### config.mk
export PLATFORM = sky130hd
export DESIGN_NAME = note_sequencer
export DESIGN_NICKNAME = d
export VERILOG_FILES = /design/src/rtl/note_sequencer.sv
export SDC_FILE = /design/constraint.sdc
export NUM_CORES = 1
export LEC_CHECK = 0
export CORE_MARGIN = 3
export CORE_UTILIZATION = 46
export DETAILED_ROUTE_END_ITERATION = 16
export PLACE_DENSITY = 0.84
export SETUP_SLACK_MARGIN = 0.1
export SKIP_CTS_REPAIR_TIMING = 1
export SLEW_MARGIN = 40
export SYNTH_ARGS = -nofsm -noshare
export SYNTH_HDL_FRONTEND = slang
export SYNTH_SLANG_ARGS = --single-unit
### constraint.sdc
create_clock -name i_clk -period 3.7 [get_ports i_clk]
set_input_delay 0.74 -clock i_clk [delete_from_list [all_inputs] [get_ports i_clk]]
set_output_delay 0.74 -clock i_clk [all_outputs]
set_load 0.05 [all_outputs]
### src/rtl/note_sequencer.sv
// note_sequencer: walks a song table held in a synchronous ROM and drives one note_player voice.
// Each 16-bit entry is decoded into pitch/duration/instrument plus an end flag. The block issues
// a single-cycle load, then waits for the player's done before fetching the next entry.
//
// Ports:
//   i_clk, i_rst      clock and synchronous active-high reset
//   i_start, i_stop   begin playback (only while idle) / abort playback (highest priority)
//   i_loop            on an end-flagged note: 1 = continue at LOOP_ADDR, 0 = stop
//   i_player_done     note_player done, level or pulse
//   o_rom_addr        song ROM address; i_rom_data is valid one cycle later
//   o_load            single-cycle load strobe to note_player
//   o_pitch, o_duration, o_instrument   decoded fields, held after the load
//   o_busy            high whenever the sequencer is not idle
//   o_song_end        one-cycle pulse when playback ends naturally
module note_sequencer #(
  parameter int unsigned ADDR_WIDTH = 8,
  parameter int unsigned START_ADDR = 0,
  parameter int unsigned LOOP_ADDR  = 0
) (
  input  logic                  i_clk,
  input  logic                  i_rst,
  input  logic                  i_start,
  input  logic                  i_stop,
  input  logic                  i_loop,
  input  logic                  i_player_done,
  output logic [ADDR_WIDTH-1:0] o_rom_addr,
  input  logic [15:0]           i_rom_data,
  output logic                  o_load,
  output logic [5:0]            o_pitch,
  output logic [4:0]            o_duration,
  output logic [3:0]            o_instrument,
  output logic                  o_busy,
  output logic                  o_song_end
);

  localparam logic [ADDR_WIDTH-1:0] StartAddr = ADDR_WIDTH'(START_ADDR);
  localparam logic [ADDR_WIDTH-1:0] LoopAddr  = ADDR_WIDTH'(LOOP_ADDR);

  typedef enum logic [2:0] {
    StIdle,
    StFetch,
    StDecode,
    StLoad,
    StArm,
    StPlay
  } state_e;

  state_e state_q;
  logic   end_flag_q;

  always_ff @(posedge i_clk) begin
    if (i_rst) begin
      state_q      <= StIdle;
      end_flag_q   <= 1'b0;
      o_rom_addr   <= StartAddr;
      o_load       <= 1'b0;
      o_pitch      <= '0;
      o_duration   <= '0;
      o_instrument <= '0;
      o_busy       <= 1'b0;
      o_song_end   <= 1'b0;
    end else begin
      // Strobes default low; only DECODE and the natural end raise them.
      o_load     <= 1'b0;
      o_song_end <= 1'b0;
      if (i_stop) begin
        state_q <= StIdle;
        o_busy  <= 1'b0;
      end else begin
        case (state_q)
          StIdle: begin
            if (i_start) begin
              o_rom_addr <= StartAddr;
              o_busy     <= 1'b1;
              state_q    <= StFetch;
            end
          end
          StFetch: state_q <= StDecode;
          StDecode: begin
            o_pitch      <= i_rom_data[15:10];
            o_duration   <= i_rom_data[9:5];
            o_instrument <= i_rom_data[4:1];
            end_flag_q   <= i_rom_data[0];
            o_load       <= 1'b1;
            state_q      <= StLoad;
          end
          StLoad: state_q <= StArm;
          // Done is ignored here so a level still held from the previous note is not taken
          // as completion of the note just loaded.
          StArm: state_q <= StPlay;
          StPlay: begin
            if (i_player_done) begin
              if (!end_flag_q) begin
                o_rom_addr <= o_rom_addr + 1'b1;
                state_q    <= StFetch;
              end else if (i_loop) begin
                o_rom_addr <= LoopAddr;
                state_q    <= StFetch;
              end else begin
                o_song_end <= 1'b1;
                o_busy     <= 1'b0;
                state_q    <= StIdle;
              end
            end
          end
          default: begin
            state_q <= StIdle;
            o_busy  <= 1'b0;
          end
        endcase
      end
    end
  end

endmodule
==> flow_summary.ini <==
[clocking]
path_clk_slew_ns = 0.10
cts_tree = done
cts_buffers = 5
htreeDepth = 2
insertion_delay_ns = 0.33
cts_buffer_depth = 2
root_buffer = clkbuf_4
cts.sinks = 30

[die]
start_util = 0.491
rows = 18
die_w_um = 57.7
io_pins = 48
coreArea_um2 = 2500
fp.dieArea_um2 = 3330
die_y_um = 57.7

[layout]
area_growth_syn_to_layout_pct = 48.0
nNetsFinal = 215
drive_gt1_frac = 0.0725
layout.cells.non_filler = 223
insertedDiodeCount = 0

[synthesis]
seq_area_frac_synth = 0.489
synthCells = 145
ys_warn_count = 0
syn_area_um2 = 1230
async_flop_share = 0
synth_area_leaders = dfxtp_1 (49%), nand2_1 (11%), a21oi_1 (8.6%)
yosysMostFrequentCell = nand2_1
synth_top_cell_by_area = dfxtp_1
syn_nets = 168
synth_top_area_share = 0.489
synth-edff-count = 0
postSynthAreaPerCell_um2 = 8.47
ys_types = 32
synth_seq_cells = 30
synthTopCellsByCount = nand2_1 (37), dfxtp_1 (30), a21oi_1 (21), nand2b_1 (6)
ys.flop_type = dfxtp_1

[worst_setup_path]
required_ns = 2.96
crit_chain = clkdlybuf4s50_1
max_stage_delay_ns = 0.86
setup.worst_path.start_class = register
cp_top_family = buffers and inverters
cp_max_fo = 8
critPathBufInv = 1
setup.worst_path.end_class = output pin
arrival_ns = 1.65
crit_type = reg2out
crit_slowest_cell = clkdlybuf4s50_1

[timing]
relSlewSlack = 0.580
hold_viol = 0
fmax_mhz = 418
fin_crit_sh = 0.646
drv_slew = 0
skew_ns = 0.00712
fin_crit_ns = 2.39
setup_tns_ns = 0
rsz0062_at_grt = false
setup_viol = 0
worst_pin_slew_ns = 0.628

[route]
antenna_left = 0
first_pass_iters = 4
top_layer = met4
dr_wl_met2_mm = 1.42
wl_met3_um = 233
drc_errors = 0
wl_per_cell_um = 13.4
vias = 1233
met1_length_mm = 1.30
routed_wirelength_mm = 2.99
drt_iter0_drc = 38
vias_per_cell = 5.53

[status]
status = finished, final reports clean

[grt]
grt_util_all_layers = 0.192
grt_pass1_wl_mm = 4.98
antenna_found_initial = 0
grt_start_max_net_pins = 31
grt_pass1_vias = 1128
gr-total-overflow = 0

[place]
dp_hpwl_mm = 2.20
dp.cells = 215
gp_congestion = 0.774
port_buffers = 47

[pwr]
power_density_nw_per_um2 = 400
ir_worst_vdd_mv = 0.423
leakage_nw = 0.585

[job]
drv_cap = 0

[hold_path]
min-delay-path-class = reg2reg
[state kept, by name (all words and copies together) (netlist names)]
register and flops:
state_q 3, o_load 1, o_pitch 6, o_duration 5, o_instrument 4, end_flag_q 1, o_song_end 1, o_rom_addr 8
o_busy 1
[placed cells by master (no fill, tap or decap), types with 2 or more instances in the layout]
master / Yosys / routed
clkdlybuf4s50_1: 0 / 46
nand2_1: 37 / 37
dfxtp_1: 30 / 30
a21oi_1: 21 / 21
nand2b_1: 6 / 6
a311oi_1: 5 / 5
clkbuf_4: 0 / 5
nor2_1: 4 / 4
o21ai_0: 4 / 4
nand3_1: 4 / 4
and3_1: 3 / 3
nor4_1: 2 / 2
a41oi_1: 2 / 2
a31oi_1: 2 / 2
bufinv_16: 0 / 2
[kinds of logic after synthesis]
| family | after synthesis | synth area share |
|---|---|---|
| AO/OA/AOI/OAI | 38 | 0.189 |
| adder cells (fa/ha/maj) | 1 | 0.0102 |
| XOR/XNOR | 1 | 0.00713 |
| AND/OR/NAND/NOR | 66 | 0.275 |
| flip-flops | 30 | 0.489 |
| buffers and inverters | 9 | 0.0295 |
[per-stage QoR]
step	hold WS, ns	worst slack, ns	utilization	total power [mW]	area [um^2]
5_1_grt	0.480	1.24	0.727	0.751	1820
4_1_cts	0.463	1.31	0.727	0.733	1820
3_5_place_dp	0.449	1.27	0.683	0.389	1710
6_report	0.460	1.31	0.727	0.728	1820
2_1_floorplan	0.491	1.81	-	0.359	1230
3_3_place_gp	0.442	1.26	0.685	0.389	1710
[cell type report]
type / instances / area [um^2]
timing repair buffer: 48 / 473
clock inverter: 2 / 60.1
sequential: 30 / 601
clock buffer: 6 / 51.3
multi-input combinational: 106 / 592
fill: 206 / 682
inverter: 1 / 3.75
tap: 30 / 37.5
[where the power goes]
part / switching [mW] / total [mW] / internal (mW)
combinational: 0.0256 / 0.0528 / 0.0272
sequential: 0.00296 / 0.329 / 0.326
clock: 0.117 / 0.346 / 0.229
[final timing paths]
path	depth (start not counted)	startpoint	slack [ns]	to
setup / recovery	1	o_rom_addr[3]	1.31	o_rom_addr[3]
hold / removal	2	o_pitch[3]	0.46	o_pitch[3]
setup reg to reg	5	state_q[1]	2.05	o_pitch[4]
hold reg to reg	2	o_pitch[3]	0.46	o_pitch[3]
[metal layers]
layer  up-vias  global-route usage
li1        614                   -
met1       555               0.257
met2        58               0.289
met3         6              0.0579
met4         0              0.0795
met5         -                   0
[tightest hold or removal path, delay by kind of cell (launching register included)]
kind               cells  cell delay [ns]
DFF                    1             0.32
and+or+nand+nor        1             0.05
AOI/OAI and AO/OA      1             0.05
Note: power is estimated with default switching activity, not from simulation.
